===== src/rtl/rca_seq_adder.sv =====
`default_nettype none
// ============================================================================
// Module      : rca_seq_adder
// Description : Multi-cycle add/subtract unit. One CHUNK-bit slice is summed
//               per cycle through a CHUNK-bit ripple-carry stage, with the
//               carry held in a register between slices. A WIDTH-bit result
//               takes WIDTH/CHUNK cycles, so the critical path scales with
//               CHUNK rather than WIDTH. Valid/ready handshakes on both sides.
//
// Ports       : clk        clock, rising edge
//               rst_n      asynchronous active-low reset
//               in_valid   operands valid          (in)
//               in_ready   operation accepted      (out, IDLE only)
//               a, b       WIDTH-bit operands      (in)
//               cin        carry-in / borrow-in    (in)
//               sub        0: a+b+cin, 1: a-b-cin  (in)
//               out_valid  result valid            (out, DONE only)
//               out_ready  result consumed         (in)
//               sum        WIDTH-bit result        (out)
//               cout       MSB carry-out (sub: 1 = no borrow)   (out)
//               ovf        two's-complement overflow            (out)
//
// Revision    : 1.0 - initial release
// ============================================================================
module rca_seq_adder #(
    parameter int WIDTH = 64,
    parameter int CHUNK = 8
) (
    input  logic             clk,
    input  logic             rst_n,
    input  logic             in_valid,
    output logic             in_ready,
    input  logic [WIDTH-1:0] a,
    input  logic [WIDTH-1:0] b,
    input  logic             cin,
    input  logic             sub,
    output logic             out_valid,
    input  logic             out_ready,
    output logic [WIDTH-1:0] sum,
    output logic             cout,
    output logic             ovf
);

    localparam int c_NCHUNK = WIDTH / CHUNK;
    localparam int c_CW     = (c_NCHUNK > 1) ? $clog2(c_NCHUNK) : 1;
    localparam int c_IW     = (WIDTH > 1) ? $clog2(WIDTH) : 1;

    localparam logic [1:0] c_S_IDLE = 2'd0;
    localparam logic [1:0] c_S_RUN  = 2'd1;
    localparam logic [1:0] c_S_DONE = 2'd2;

    logic [1:0]       r_state;
    logic [c_CW-1:0]  r_cnt;
    logic             r_carry;
    logic [WIDTH-1:0] r_a;
    logic [WIDTH-1:0] r_b;       // already inverted for subtract
    logic [WIDTH-1:0] r_sum;
    logic             r_cout;
    logic             r_ovf;
    logic             r_in_ready;
    logic             r_out_valid;

    logic [c_IW-1:0]  w_base;
    logic [CHUNK-1:0] w_a_slice;
    logic [CHUNK-1:0] w_b_slice;
    logic [CHUNK:0]   w_add;
    logic             w_last;

    // Bit offset of the slice being worked on this cycle.
    assign w_base    = c_IW'(r_cnt * CHUNK);
    assign w_a_slice = r_a[w_base +: CHUNK];
    assign w_b_slice = r_b[w_base +: CHUNK];

    // CHUNK-bit ripple stage; w_add[CHUNK] is the carry into the next slice.
    assign w_add  = {1'b0, w_a_slice} + {1'b0, w_b_slice} + {{CHUNK{1'b0}}, r_carry};
    assign w_last = (r_cnt == c_CW'(c_NCHUNK - 1));

    always_ff @(posedge clk or negedge rst_n) begin
        if (!rst_n) begin
            r_state     <= c_S_IDLE;
            r_cnt       <= '0;
            r_carry     <= 1'b0;
            r_a         <= '0;
            r_b         <= '0;
            r_sum       <= '0;
            r_cout      <= 1'b0;
            r_ovf       <= 1'b0;
            r_in_ready  <= 1'b1;
            r_out_valid <= 1'b0;
        end else begin
            case (r_state)
                c_S_IDLE: begin
                    if (in_valid) begin
                        // Subtract is a + ~b + 1, so the borrow-in becomes
                        // an inverted carry-in.
                        r_a        <= a;
                        r_b        <= sub ? ~b : b;
                        r_carry    <= cin ^ sub;
                        r_sum      <= '0;
                        r_cnt      <= '0;
                        r_in_ready <= 1'b0;
                        r_state    <= c_S_RUN;
                    end
                end

                c_S_RUN: begin
                    r_sum[w_base +: CHUNK] <= w_add[CHUNK-1:0];
                    r_carry                <= w_add[CHUNK];
                    if (w_last) begin
                        r_cnt       <= '0;
                        r_cout      <= w_add[CHUNK];
                        // The final slice carries the result sign bit, so the
                        // overflow flag can be resolved on this same edge.
                        r_ovf       <= (r_a[WIDTH-1] == r_b[WIDTH-1]) &&
                                       (w_add[CHUNK-1] != r_a[WIDTH-1]);
                        r_out_valid <= 1'b1;
                        r_state     <= c_S_DONE;
                    end else begin
                        r_cnt <= r_cnt + c_CW'(1);
                    end
                end

                c_S_DONE: begin
                    if (out_ready) begin
                        r_out_valid <= 1'b0;
                        r_in_ready  <= 1'b1;
                        r_state     <= c_S_IDLE;
                    end
                end

                default: begin
                    r_out_valid <= 1'b0;
                    r_in_ready  <= 1'b1;
                    r_state     <= c_S_IDLE;
                end
            endcase
        end
    end

    assign in_ready  = r_in_ready;
    assign out_valid = r_out_valid;
    assign sum       = r_sum;
    assign cout      = r_cout;
    assign ovf       = r_ovf;

endmodule
`default_nettype wire


===== config.mk =====
export PLATFORM = sky130hd
export DESIGN_NAME = rca_seq_adder
export DESIGN_NICKNAME = d
export VERILOG_FILES = /design/src/rtl/rca_seq_adder.sv
export SDC_FILE = /design/constraint.sdc
export NUM_CORES = 1
export LEC_CHECK = 0
export CAP_MARGIN = 20
export CORE_MARGIN = 4
export CORE_UTILIZATION = 40
export DETAILED_ROUTE_END_ITERATION = 8
export HOLD_SLACK_MARGIN = 0.12
export PLACE_DENSITY = 0.63
export SKIP_LAST_GASP = 1
export SYNTH_ARGS = -nofsm -noshare
export SYNTH_HDL_FRONTEND = slang
export SYNTH_SLANG_ARGS = --single-unit
export TNS_END_PERCENT = 100

===== constraint.sdc =====
create_clock -name clk -period 4.2 [get_ports clk]
set_input_delay 0.84 -clock clk [delete_from_list [all_inputs] [get_ports clk]]
set_output_delay 0.84 -clock clk [all_outputs]
set_load 0.01 [all_outputs]

==> results.ini, run 1 <==
[sta]
hold_ws_ns=0.469
tightest_slew_ns=0.991
rsz0062_at_grt=no
setup_viol=0
hold_viol_final=0
fmax_mhz=274
final_max_slew_viol_count=0
fin_crit_ns=3.64
tns_ns=0
fin_crit_sh=0.868
skew_ns=0.0171
fin_ws_ns=0.556
max_slew_margin=0.339

[critical_path]
cp-startpoint=r_cnt[0]$_DFFE_PN0P_
crit_path_top_delay_cell=dfrtp_2
cp.buffers_inverters=1
cp_top_family=compound AO/OA/AOI/OAI gates
critPathKind=flop to flop
crit_chain=mux4_2 > nand2_1 > nand2_1 > fa_1 > inv_1 > fa_1 > nor2b_4 > o31a_1 > o211a_1 > a2111oi_4 > mux2i_1
critPathMaxStageDelay_ns=0.65
cp_max_fo=14
reg2reg_from=r_cnt[0]$_DFFE_PN0P_
cp_data_required_time_ns=4.54
arrival_ns=3.99
critPathCaptureType=flop
cp-start-kind=flop

[cells_and_area]
fin_util=0.540
diodes=0
instances_no_fill=1476
area_delta_synth_final_pct=33.1
drive_gt1_frac=0.0864
nNetsFinal=1288

[power_and_ir_drop]
p_int_mw=6.41
swShare=0.411
p_leak_nw=5.48
seq_power_share=0.306
p_switching_mw=4.48
pwr-share-clk=0.186
power.density_mw_per_mm2=862
power_frac_comb=0.508
ir_worst_vdd_uv=525

[synth]
yosysMostFrequentCell=nand2_1
synth_cell_type_count=45
synth_top_family_by_area=simple AND/OR/NAND/NOR gates
synth_xor_area_frac=0.0627
synthTopCellsByArea=dfrtp_1 53%, nand2_1 11%, mux4_2 7.6%
ys_seq_area_frac=0.532
synth-simple-area-share=0.177
synth_top_cell_by_area=dfrtp_1
syn_inst=958
synth_compound_area_frac=0.0796
ys_ff_latch=202
synth_mux_area_frac=0.0992
async_flop_share=1.00
synth_edf_count=0
ys.flop_type=dfrtp_1
syn_avg_cell_area_um2=9.91
yosys_warnings=0
synth_top_area_frac=0.530
syn_area_mm2=0.00950
synthTopCellsByCount=272 x nand2_1, 201 x dfrtp_1, 73 x nor2_1, 69 x a21oi_1, 65 x xnor2_1
syn_nets=1105
synthAdderAreaFrac=0.0187

[cts]
path_clk_slew_ns=0.06
htreeDepth=1
cts_sinks=202
clk_latency_ns=0.51
root_buffer=clkbuf_16
post_cts_resized=0
cts_tree=built
clock_path_buffers=3
cts_setup_buffers=0
numCtsBuffers=23
cts_hold_buf=0

[placement]
dp_hpwl_um=17900
place_inst=1435
gp_congestion=0.825
post-place-ws_ns=0.506
io_buffers=201

[detailed_routing]
drtPass1Iterations=4
drcViolationCount=0
detail-route-antenna-nets=0
drt-initial-drc-count=466
viasPerCell=4.93
routed_wl_um=24800
wl_per_cell_um=16.8
num_vias=7276

[worst_hold_path]
hp-start=r_a[52]$_DFFE_PN0P_
hold_class=flop to flop

[global_route]
grt_overflow=0
gr-usage-met3=0.0365
antenna_found_initial=0
grt_pass1_vias=7381
grt_first_pass_wirelength_um=39800
grt_max_degree=125
met1_usage=0.263
busiest_layer=met2
met2_usage=0.314
grtUsageTotal=0.189

[status]
run_status=finished, final reports clean

[floorplanning]
ios=202
rows=56
core_mm2=0.0234
die_area_mm2=0.0263
die_y_um=162
start_util=0.406
die_width_um=162

[flow_run]
cap_viol_max_count=0

layout make-up:
type | count | area (um2)
fillers | 2184 | 10800
flip-flops and latches | 202 | 5060
multi-input cells | 684 | 4170
repair buffers | 221 | 2200
clock buffers | 33 | 683
well taps | 319 | 399
clock inverters | 8 | 96.3
inverters | 9 | 33.8
cells by family after synthesis:
group,count (synthesis)
buffers and inverters,72
adders and majority gates,13
DFF,202
muxes,54
AOI/OAI and AO/OA,136
xor gates and xnor gates,68
and+or+nand+nor,413
power by group through the flow:
stage          Sequential [mW]  Combinational [mW]  Clock (mW)
4_1_cts                   3.34                5.59        2.08
3_5_place_dp              3.37                5.57           0
6_report                  3.34                5.53        2.03
3_3_place_gp              3.36                5.49           0
5_1_grt                   3.44                6.12        2.17
2_1_floorplan             3.22                3.50           0
stage by stage:
stage / instance area [um2] / power, mW
after floorplan: 9500 / 6.72
after global placement: 11900 / 8.85
after detailed placement: 11900 / 8.94
after CTS: 12600 / 11.0
after global routing: 12600 / 11.7
final: 12600 / 10.9
metal layers:
| metal | share of wire | vias up |
|---|---|---|
| li1 | - | 3565 |
| met1 | 0.44 | 3473 |
| met2 | 0.48 | 207 |
| met3 | 0.062 | 31 |
| met4 | 0.018 | 0 |
| met5 | 0 | - |
worst register-to-register path, delay by kind of cell, from the launching register on:
family                   cells  cell delay, ns
AND/OR/NAND/NOR              3            0.23
flip-flops                   1            0.65
adder cells (fa/ha/maj)      2            0.70
multiplexers                 2            0.71
AO/OA/AOI/OAI                3            1.10
buffers and inverters        1            0.10
sequential cells by signal, summed over array words and instances (netlist names):
name / count
cout: 1
r_state: 2
r_cnt: 3
in_ready: 1
out_valid: 1
sum: 64
r_carry: 1
r_a: 64
r_b: 64
ovf: 1
layout by cell type, fill, tap and decap left out, drive strengths merged, types with 2 or more instances in the layout:
cell / instances
a21o: 3
a21oi: 69
and2: 3
buf: 21
bufinv: 2
clkbuf: 34
clkdlybuf4s50: 199
clkinv: 6
dfrtp: 201
fa: 2
ha: 11
inv: 8
mux2i: 21
mux4: 32
nand2: 272
nand3: 44
nand3b: 2
nand4: 4
nor2: 73
nor2b: 3
nor3: 4
nor4b: 2
o21a: 2
o21ai: 49
o31ai: 4
xnor2: 65
xor2: 3
final timing paths:
path                                       end  slack, ns  cells past startpoint
setup / recovery           sum[22]$_DFFE_PN0P_       0.56                     11
hold / removal             r_a[52]$_DFFE_PN0P_       0.47                      2
setup reg to reg           sum[22]$_DFFE_PN0P_       0.56                     11
hold reg to reg            r_a[52]$_DFFE_PN0P_       0.47                      2
max in group asynchronous  r_b[16]$_DFFE_PN0P_       2.79                      2
min in group asynchronous  sum[11]$_DFFE_PN0P_       0.49                      1
Power figures use the tool's default switching activity.
==> run 2: changes to the inputs <==
--- a/config.mk
+++ b/config.mk
@@ -15,4 +15,4 @@
 export SYNTH_ARGS = -nofsm -noshare
 export SYNTH_HDL_FRONTEND = slang
 export SYNTH_SLANG_ARGS = --single-unit
-export TNS_END_PERCENT = 100
+export TNS_END_PERCENT = 1
==> results of run 2 <==
The final DEF is identical to that of run 1; final timing and power are the same.
